**src/rtl/nexus_core_pkg.sv**
```systemverilog
// Shared core types: data widths, reset PC and fetch-path structures.
package nexus_core_pkg;

  localparam int XLEN = 32;
  localparam int ILEN = 32;
  localparam logic [XLEN-1:0] RESET_PC_DEFAULT = 32'h0000_0000;

  typedef enum logic [0:0] {
    FETCH = 1'b0,
    DRAIN = 1'b1
  } fetch_state_e;

  typedef struct packed {
    logic [ILEN-1:0] instr;
    logic [XLEN-1:0] pc;
  } fetch_entry_t;

  // Clear the byte offset so every fetch address is a word address.
  function automatic logic [XLEN-1:0] word_align(input logic [XLEN-1:0] addr);
    return {addr[XLEN-1:2], 2'b00};
  endfunction

endpackage

```
**src/rtl/nexus_fetch_ctrl_chk.sv**
```systemverilog
// Protocol and counter-range checks for the fetch sequencer.
module nexus_fetch_ctrl_chk
  import nexus_core_pkg::*;
#(
  parameter int BUF_DEPTH       = 4,
  parameter int MAX_OUTSTANDING = 2,
  parameter int CW              = 3
) (
  input logic            clk,
  input logic            rst,
  input logic            imem_req,
  input logic            imem_gnt,
  input logic [XLEN-1:0] imem_addr,
  input logic            imem_rvalid,
  input logic            redirect,
  input logic [CW-1:0]   buf_count,
  input logic [CW-1:0]   outstanding,
  input logic [CW-1:0]   discard,
  input logic [CW-1:0]   tag_count,
  input logic [ILEN-1:0] tag_instr
);
  localparam logic [CW:0] DEPTH_LIM = (CW+1)'(BUF_DEPTH);
  localparam logic [CW:0] OUT_LIM   = (CW+1)'(MAX_OUTSTANDING);

  a_buf_bound:  assert property (@(posedge clk) disable iff (rst) {1'b0, buf_count} <= DEPTH_LIM);
  a_out_bound:  assert property (@(posedge clk) disable iff (rst) {1'b0, outstanding} <= OUT_LIM);
  a_inflight:   assert property (@(posedge clk) disable iff (rst)
                  ({1'b0, outstanding} + {1'b0, discard}) <= OUT_LIM);
  a_tag_sync:   assert property (@(posedge clk) disable iff (rst) tag_count == outstanding);
  a_tag_instr:  assert property (@(posedge clk) disable iff (rst) tag_instr == '0);
  a_rvalid_ok:  assert property (@(posedge clk) disable iff (rst)
                  imem_rvalid |-> ((outstanding != '0) || (discard != '0)));
  a_addr_align: assert property (@(posedge clk) disable iff (rst) imem_addr[1:0] == 2'b00);
  a_addr_hold:  assert property (@(posedge clk) disable iff (rst)
                  (imem_req && !imem_gnt) |=> (redirect || (imem_req && $stable(imem_addr))));

endmodule

```
**src/rtl/nexus_fetch_fifo.sv**
```systemverilog
// Small synchronous FIFO of fetch entries with flush; the head is read
// straight out of the storage registers.
module nexus_fetch_fifo
  import nexus_core_pkg::*;
#(
  parameter int DEPTH = 4,
  parameter int CNT_W = $clog2(DEPTH) + 1
) (
  input  logic               clk,
  input  logic               rst,
  input  logic               push,
  input  logic               pop,
  input  logic               flush,
  input  fetch_entry_t       wdata,
  output fetch_entry_t       head,
  output logic [CNT_W-1:0]   count
);
  localparam int PW = (DEPTH > 1) ? $clog2(DEPTH) : 1;
  localparam logic [PW-1:0]    LAST = PW'(DEPTH - 1);
  localparam logic [CNT_W-1:0] FULL = CNT_W'(DEPTH);

  fetch_entry_t    mem [DEPTH];
  logic [PW-1:0]   rd_ptr;
  logic [PW-1:0]   wr_ptr;
  logic            do_push;
  logic            do_pop;

  // A push into a full FIFO is only accepted together with a pop.
  always_comb begin
    do_pop  = pop && (count != '0);
    do_push = push && ((count != FULL) || do_pop);
  end

  // Storage, pointers and occupancy; flush empties without touching storage.
  always_ff @(posedge clk) begin
    if (rst) begin
      rd_ptr <= '0;
      wr_ptr <= '0;
      count  <= '0;
      for (int i = 0; i < DEPTH; i++) begin
        mem[i] <= '0;
      end
    end else if (flush) begin
      rd_ptr <= '0;
      wr_ptr <= '0;
      count  <= '0;
    end else begin
      if (do_push) begin
        mem[wr_ptr] <= wdata;
        wr_ptr      <= (wr_ptr == LAST) ? '0 : wr_ptr + PW'(1);
      end
      if (do_pop) begin
        rd_ptr <= (rd_ptr == LAST) ? '0 : rd_ptr + PW'(1);
      end
      case ({do_push, do_pop})
        2'b10:   count <= count + CNT_W'(1);
        2'b01:   count <= count - CNT_W'(1);
        default: count <= count;
      endcase
    end
  end

  assign head = mem[rd_ptr];

endmodule

```
**src/rtl/nexus_fetch_ctrl.sv**
```systemverilog
// Instruction-fetch sequencer: owns the fetch PC, issues word requests with
// credit-based flow control, buffers tagged responses in order and drops
// responses made stale by a redirect.
module nexus_fetch_ctrl
  import nexus_core_pkg::*;
#(
  parameter logic [XLEN-1:0] RESET_PC        = RESET_PC_DEFAULT,
  parameter int              BUF_DEPTH       = 4,
  parameter int              MAX_OUTSTANDING = 2
) (
  input  logic            clk,
  input  logic            rst,
  output logic            imem_req_o,
  output logic [XLEN-1:0] imem_addr_o,
  input  logic            imem_gnt_i,
  input  logic            imem_rvalid_i,
  input  logic [ILEN-1:0] imem_rdata_i,
  input  logic            redirect_i,
  input  logic [XLEN-1:0] redirect_pc_i,
  output logic            instr_valid_o,
  output logic [ILEN-1:0] instr_o,
  output logic [XLEN-1:0] instr_pc_o,
  input  logic            instr_ready_i,
  output logic [XLEN-1:0] pc_o,
  output logic            busy_o
);
  localparam int CW = $clog2(BUF_DEPTH) + 1;
  localparam logic [CW:0]   DEPTH_LIM = (CW+1)'(BUF_DEPTH);
  localparam logic [CW-1:0] OUT_LIM   = CW'(MAX_OUTSTANDING);

  fetch_state_e    state;
  logic [XLEN-1:0] pc;
  logic [CW-1:0]   outstanding;
  logic [CW-1:0]   discard;
  logic [CW-1:0]   discard_next;
  logic [CW-1:0]   buf_count;
  logic [CW-1:0]   tag_count;
  logic            issue;
  logic            rsp_counted;
  logic            rsp_dropped;
  logic            buf_pop;
  fetch_entry_t    buf_head;
  fetch_entry_t    buf_wdata;
  fetch_entry_t    tag_head;
  fetch_entry_t    tag_wdata;

  // Request credit uses registered occupancy only; responses are either
  // counted against outstanding or consumed by a pending discard.
  always_comb begin
    imem_req_o   = !rst && (state == FETCH) && !redirect_i
                && (({1'b0, buf_count} + {1'b0, outstanding}) < DEPTH_LIM)
                && (outstanding < OUT_LIM);
    issue        = imem_req_o && imem_gnt_i;
    rsp_dropped  = imem_rvalid_i && (discard != '0);
    rsp_counted  = imem_rvalid_i && (discard == '0) && (outstanding != '0);
    discard_next = discard + outstanding + CW'(issue) - CW'(rsp_dropped || rsp_counted);
    buf_pop      = instr_valid_o && instr_ready_i;
    buf_wdata    = '{instr: imem_rdata_i, pc: tag_head.pc};
    tag_wdata    = '{instr: '0, pc: pc};
  end

  // Fetch PC, in-flight accounting and FETCH/DRAIN sequencing.
  always_ff @(posedge clk) begin
    if (rst) begin
      state       <= FETCH;
      pc          <= RESET_PC;
      outstanding <= '0;
      discard     <= '0;
    end else if (redirect_i) begin
      pc          <= word_align(redirect_pc_i);
      outstanding <= '0;
      discard     <= discard_next;
      state       <= (discard_next != '0) ? DRAIN : FETCH;
    end else begin
      if (issue) begin
        pc <= pc + 32'd4;
      end
      outstanding <= outstanding + CW'(issue) - CW'(rsp_counted);
      if (rsp_dropped) begin
        discard <= discard - CW'(1);
      end
      case (state)
        FETCH:   state <= FETCH;
        DRAIN:   if ((discard == '0) || (rsp_dropped && (discard == CW'(1)))) state <= FETCH;
        default: state <= FETCH;
      endcase
    end
  end

  nexus_fetch_fifo #(.DEPTH(BUF_DEPTH), .CNT_W(CW)) u_ibuf (
    .clk   (clk),
    .rst   (rst),
    .push  (rsp_counted),
    .pop   (buf_pop),
    .flush (redirect_i),
    .wdata (buf_wdata),
    .head  (buf_head),
    .count (buf_count)
  );

  nexus_fetch_fifo #(.DEPTH(MAX_OUTSTANDING), .CNT_W(CW)) u_tagq (
    .clk   (clk),
    .rst   (rst),
    .push  (issue),
    .pop   (rsp_counted),
    .flush (redirect_i),
    .wdata (tag_wdata),
    .head  (tag_head),
    .count (tag_count)
  );

  assign imem_addr_o   = pc;
  assign pc_o          = pc;
  assign instr_valid_o = (buf_count != '0);
  assign instr_o       = buf_head.instr;
  assign instr_pc_o    = buf_head.pc;
  assign busy_o        = (outstanding != '0) || (discard != '0);

  nexus_fetch_ctrl_chk #(
    .BUF_DEPTH       (BUF_DEPTH),
    .MAX_OUTSTANDING (MAX_OUTSTANDING),
    .CW              (CW)
  ) u_chk (
    .clk         (clk),
    .rst         (rst),
    .imem_req    (imem_req_o),
    .imem_gnt    (imem_gnt_i),
    .imem_addr   (imem_addr_o),
    .imem_rvalid (imem_rvalid_i),
    .redirect    (redirect_i),
    .buf_count   (buf_count),
    .outstanding (outstanding),
    .discard     (discard),
    .tag_count   (tag_count),
    .tag_instr   (tag_head.instr)
  );

endmodule

```
**config.mk**
```make
export PLATFORM = sky130hd
export DESIGN_NAME = nexus_fetch_ctrl
export DESIGN_NICKNAME = d
export VERILOG_FILES = /design/src/rtl/nexus_core_pkg.sv /design/src/rtl/nexus_fetch_ctrl_chk.sv /design/src/rtl/nexus_fetch_fifo.sv /design/src/rtl/nexus_fetch_ctrl.sv
export SDC_FILE = /design/constraint.sdc
export NUM_CORES = 1
export LEC_CHECK = 0
export BUFFER_PORTS_ARGS = -buffer_cell sky130_fd_sc_hd__buf_4
export CELL_PAD_IN_SITES_DETAIL_PLACEMENT = 1
export CELL_PAD_IN_SITES_GLOBAL_PLACEMENT = 2
export CORE_MARGIN = 2
export CORE_UTILIZATION = 44
export CTS_CLUSTER_SIZE = 30
export DETAILED_ROUTE_END_ITERATION = 10
export PLACE_DENSITY = 0.91
export SETUP_SLACK_MARGIN = 0.4
export SYNTH_ARGS = -nofsm -noshare
export SYNTH_HDL_FRONTEND = slang
export SYNTH_SLANG_ARGS = --single-unit
```
**constraint.sdc**
```tcl
create_clock -name clk -period 6.3 [get_ports clk]
set_input_delay 1.26 -clock clk [delete_from_list [all_inputs] [get_ports clk]]
set_output_delay 1.26 -clock clk [all_outputs]
set_load 0.02 [all_outputs]
```
## Word level (Yosys, flattened, before mapping)

Memory sizes are Yosys's and may differ from the RTL's. A register that Yosys moved wholly into a read port is not among the register bits.
Cells that the tools add are included.

| word-level totals | value |
|---|---|
| register bits | 51 |
| RAM bits | 320 |
| input port bits | 70 |
| output and inout port bits | 131 |
| logic and storage cells | 109 |
| memories kept | 2 |

Memories:

| name | depth | width | rd ports | clocked after memory_dff | write ports | RTL line | RTL |
|---|---|---|---|---|---|---|---|
| u_ibuf.mem | 4 | 64 | 1 | 1 | 4 | nexus_fetch_fifo.sv:22 | `fetch_entry_t mem [DEPTH];` |
| u_tagq.mem | 2 | 32 | 1 | 1 | 2 | nexus_fetch_fifo.sv:22 |  |

| cells by class | value |
|---|---|
| add/sub/neg operators | 16 |
| magnitude comparators | 2 |
| equality and inequality tests | 9 |
| multiplexer cells | 34 |
| bitwise operators | 1 |
| reductions and logical operators | 34 |

Operators by type and width:

| kind | number |
|---|---|
| 32-bit 2-to-1 mux | 3 |
| 64-bit 2-to-1 mux | 1 |
| 64-bit OR reduction | 1 |
| 32-bit by 3-bit adder with 32-bit output (second input constant) | 1 |
| 32-bit OR reduction | 1 |
| 1-bit 2-to-1 mux | 20 |
| 3-bit nonzero test | 5 |
| 1-bit logical AND | 14 |
| 3-bit one-hot mux with 2 select lines | 2 |
| 2-bit 2-to-1 mux | 5 |
| 3-bit by 1-bit subtractor with 3-bit output (second input constant) | 3 |
| 2-bit == test (second input constant) | 4 |
| 2-bit nonzero test | 4 |
| 3-bit by 1-bit adder with 3-bit output | 2 |
| 3-bit by 1-bit adder with 3-bit output (second input constant) | 2 |
| 3-bit 2-to-1 mux | 2 |
| 3-bit by 1-bit subtractor with 3-bit output | 2 |
| 1-bit logical OR | 5 |
| 2-bit by 1-bit adder with 2-bit output (second input constant) | 2 |
| 3-bit by 3-bit adder with 4-bit output | 1 |
| 2-bit by 1-bit == test with 1-bit output (second input constant) | 2 |
| 4-bit by 3-bit less-than comparator with 1-bit output (second input constant) | 1 |
| 3-bit adder | 1 |
| 3-bit by 1-bit == test with 1-bit output (second input constant) | 1 |
| 9 further kinds | 11 |

## Logic depth before layout (Yosys ltp)

| logic depth | value |
|---|---|
| word-level depth | 13 |
| depth in mapped cells | 13 |
| gate-level depth less buffers | 13 |

## By module

From an unflattened synthesis, not the netlist that was laid out.

| second synthesis, totals | value |
|---|---|
| cells, all modules | 1498 |
| area, all modules | 19979.2 µm² |

Modules (own cells, without submodules):

| module | instances | cells each | area each (µm²) | seq. area each (µm²) |
|---|---|---|---|---|
| nexus_fetch_fifo at u_ibuf | 1 | 750 | 11320.9 | 7867.5 |
| nexus_fetch_fifo at u_tagq | 1 | 409 | 6037.0 | 3963.8 |
| nexus_fetch_ctrl | 1 | 339 | 2621.3 | 740.7 |

## Worst setup path after synthesis

Ideal clock, no wire load.

| timing | value |
|---|---|
| kind | input to register |
| start point | in rst |
| end point | mem u_ibuf.mem[0][10] in the netlist's numbering (enable) |
| setup time | 0.430 ns |
| arrival time | 4.264 ns |
| data required time | 5.870 ns |
| setup slack | 1.606 ns |
| stages on the path | 8 |
| path buffers | 4 |
| cell sequence | buf_2 > or2_0 > clkbuf_1 > or4b_1 > buf_2 > or3_1 > buf_2 > nand2b_1 |

RTL lines:

| what | RTL line | RTL |
|---|---|---|
| start, declared | nexus_fetch_ctrl.sv:12 | `input logic rst,` |
| end, declared | nexus_fetch_fifo.sv:22 |  |

## Worst setup path in the final report

| timing | value |
|---|---|
| start point | in rst |
| end point | out imem_req_o |

| between the ends | value |
|---|---|
| longest elaborated chain between the ends | 5 |

RTL lines:

| what | RTL line | RTL |
|---|---|---|
| 1-bit zero test | nexus_fetch_ctrl.sv:50 | `imem_req_o = !rst && (state == FETCH) && !redirect_i` |
| 1-bit logical AND (2 in a row) | nexus_fetch_ctrl.sv:50 |  |
| 1-bit logical AND | nexus_fetch_ctrl.sv:51 | `&& (({1'b0, buf_count} + {1'b0, outstanding}) < DEPTH_LIM)` |
| 1-bit logical AND | nexus_fetch_ctrl.sv:52 | `&& (outstanding < OUT_LIM);` |
| end, declared | nexus_fetch_ctrl.sv:13 | `output logic imem_req_o,` |

Every way passes these cells.

==> flow_metrics.tcl <==
set metrics [dict create \
    status "finished clean" \
    antenna_cells 0 \
    grt_pass1_wl_mm 66.8 \
    num-fill-cells 3713 \
    drt-initial-drc-count 682 \
    cts-buffers-inserted 40 \
    ios 201 \
    drc 0 \
    powerDensity_mw_per_mm2 289 \
    synth_warnings 0 \
    gp_congestion 0.776 \
    hold-worst-slack_ns 0.487 \
    dp_hpwl_mm 26.3 \
    final-setup-viol-count 0 \
    cap_viol_max_count 0 \
    final_antenna_net_count 0 \
    clkPwrFrac_pct 40.6 \
    required_ns 5.04 \
    leakage_nw 7.50 \
    p_seq_share_pct 49.5 \
    grt_overflow 0 \
    final_hold_viol_count 0 \
    skew_ns 0.0192 \
    net-switching-power_mw 1.34 \
    nets 1455 \
    syn_avg_cell_area_sq_um 13.4 \
    tightest_slew_ns 0.984 \
    worstHoldPathType "flop to flop" \
    tns_ns 0 \
    wl_mm 42.8 \
    grt_max_degree 63 \
    cts_root_buf "clkbuf_16" \
    num_vias 10600 \
    postCtsHoldBufs 0 \
    path_common_cell "buf_4" \
    end_kind "output port" \
    numPortBuffers 192 \
    intPower_mw 4.23 \
    period_share_pct 64.6 \
    arrival_ns 2.81 \
    area_growth_pct 18.0 \
    die_area_sq_mm 0.0387 \
    synth-edff-count 308 \
    combPwrFrac_pct 9.9 \
    layout_min_cycle_time_ns 4.07 \
    netlist_instances 1219 \
    synth_area_sq_mm 0.0163 \
    synth_cell_type_count 58 \
    avgViaCountPerCell 5.67 \
    rsz0062_at_grt "no" \
    grt_pass1_vias 11600 \
    rows 70 \
    drive_gt1_share_pct 26.3 \
    cpMaxStageDelayCell "a311oi_1" \
    antenna_found_initial 0 \
    die-height_um 197 \
    die_w_um 197 \
    clkSinkCount 360 \
    crit_type "primary input to output port" \
    swShare_pct 24.1 \
    path_clk_slew_ns 0.06 \
    cts_max_level 2 \
    clk_latency_ns 0.54 \
    drt_pass1_iterations 5 \
    async_reset_ff_share_pct 0 \
    path_cells "buf_4 > a311oi_1 > and4b_1 > buf_4" \
    clock_path_buffers 3 \
    cp_max_fo 44 \
    yosysSeqAreaShare_pct 63.0 \
    peakVddDrop_mv 0.171 \
    max_stage_delay_ns 0.74 \
    track_usage_pct 22.4 \
    slew_viol_final 0 \
    post_cts_resized 0 \
    synth_seq_cells 360 \
    wl_per_cell_um 22.9 \
    max_freq_mhz 246 \
    coreArea_sq_mm 0.0366 \
    cts_tree "built" \
    cts_setup_buffers 0 \
    slew_headroom_pct 34.4 \
    dominantRegCellSynth "edfxtp_1" \
    start_util_pct 44.6 \
    startpoint_type "primary input" \
]
layout make-up:
type / count / area (sq um) / share of cell area (%)
well taps: 468 / 586 / 3.04
clock buffers: 53 / 1070 / 5.56
multi-input cells: 721 / 5390 / 28.0
flip-flops and latches: 360 / 10300 / 53.4
repair buffers: 219 / 1660 / 8.59
clock inverters: 21 / 189 / 0.980
inverters: 24 / 90.1 / 0.467
final timing paths:
| check | depth (start not counted) | endpoint | slack (ns) | from |
|---|---|---|---|---|
| setup / recovery | 4 | imem_req_o | 2.23 | rst |
| hold reg to reg | 2 | flop | 0.49 | u_ibuf.rd_ptr[1]$_SDFFE_PP0P_ |
| setup reg to reg | 6 | u_tagq.mem[1][8]$_SDFFCE_PN0P_ | 2.76 | u_ibuf.count[1]$_SDFFE_PP0P_ |
| hold / removal | 2 | flop | 0.49 | u_ibuf.rd_ptr[1]$_SDFFE_PP0P_ |
cell usage after synthesis (all sizes together), types with 4 or more instances:
| cell type | instances | area (sq um) |
|---|---|---|
| a211oi | 6 | 45.0 |
| a21oi | 30 | 150 |
| a2bb2oi | 4 | 35.0 |
| a311oi | 5 | 43.8 |
| a31oi | 13 | 81.3 |
| and2 | 68 | 425 |
| and3 | 132 | 826 |
| buf | 54 | 373 |
| clkbuf | 65 | 244 |
| dfxtp | 52 | 1040 |
| edfxtp | 308 | 9250 |
| fa | 5 | 100 |
| ha | 14 | 175 |
| inv | 23 | 86.3 |
| mux2i | 31 | 310 |
| mux4 | 62 | 1400 |
| nand2 | 50 | 188 |
| nand2b | 5 | 31.3 |
| nand3 | 12 | 60.1 |
| nand4 | 15 | 93.8 |
| nor2 | 155 | 617 |
| nor2b | 4 | 25.0 |
| nor3 | 14 | 75.1 |
| nor4 | 5 | 37.5 |
| o211ai | 6 | 45.0 |
| o21ai | 16 | 80.1 |
| or3 | 17 | 106 |
| xnor2 | 7 | 61.3 |
| xor2 | 8 | 70.1 |
layout by cell type, fill, tap and decap left out, types with 30 or more instances in the layout:
cell type and instances:
dfxtp_1 50, clkbuf_16 41, and3_1 132, edfxtp_1 308, nand2_1 50, mux2i_1 31
mux4_2 62, nor2_1 139, and2_1 68, a21oi_1 30, buf_4 218
worst max-delay path, delay by kind of cell:
kind	cells	cell delay (ns)
buffers and inverters	2	0.44
AO/OA/AOI/OAI	1	0.74
AND/OR/NAND/NOR	1	0.36
cells by family after synthesis:
family / share of synthesized area [%]
AO/OA/AOI/OAI: 3.80
multiplexers: 10.6
flip-flops: 63.0
other: 0.0229
adder cells (fa/ha/maj): 1.68
XOR/XNOR: 0.804
AND/OR/NAND/NOR: 15.8
buffers and inverters: 4.33
per-layer routing:
layer | vias to the layer above | track usage [%] | routed length, um
met5 | - | 0 | 0
met4 | 0 | 5.68 | 777
met3 | 67 | 3.68 | 2350
met2 | 304 | 38.4 | 21600
met1 | 5405 | 29.9 | 18100
li1 | 4808 | - | -
flip-flops by register name, summed over array words and instances, names as in the netlist, named ones only:
| name | count |
|---|---|
| u_ibuf.mem | 248 |
| u_tagq.mem | 60 |
| imem_addr_o | 30 |
| discard | 3 |
| outstanding | 3 |
| u_ibuf.count | 3 |
| u_tagq.count | 3 |
| u_ibuf.rd_ptr | 2 |
| u_ibuf.wr_ptr | 2 |
| state | 1 |
| u_tagq.rd_ptr | 1 |
| u_tagq.wr_ptr | 1 |
stage by stage:
step                      power (mW)  std cells  instance area (sq um)  worst slack (ns)  utilization (%)
after floorplan                 3.13       1224                  16400              1.61                -
after global placement          3.33       1792                  18000              1.84             49.2
after detailed placement        3.36       1792                  18000              1.79             49.2
after CTS                       5.62       1866                  19300              2.12             52.7
after global routing            5.76       1866                  19300              2.02             52.7
final                           5.57       1866                  19300              2.23             52.7
power by group through the flow:
stage,sequential (mW),clock (mW),combinational [mW]
after floorplan,2.79,0,0.339
after global placement,2.79,0,0.538
after detailed placement,2.80,0,0.555
after CTS,2.76,2.30,0.560
after global routing,2.77,2.39,0.606
final,2.75,2.26,0.553
Power figures use the tool's default switching activity.
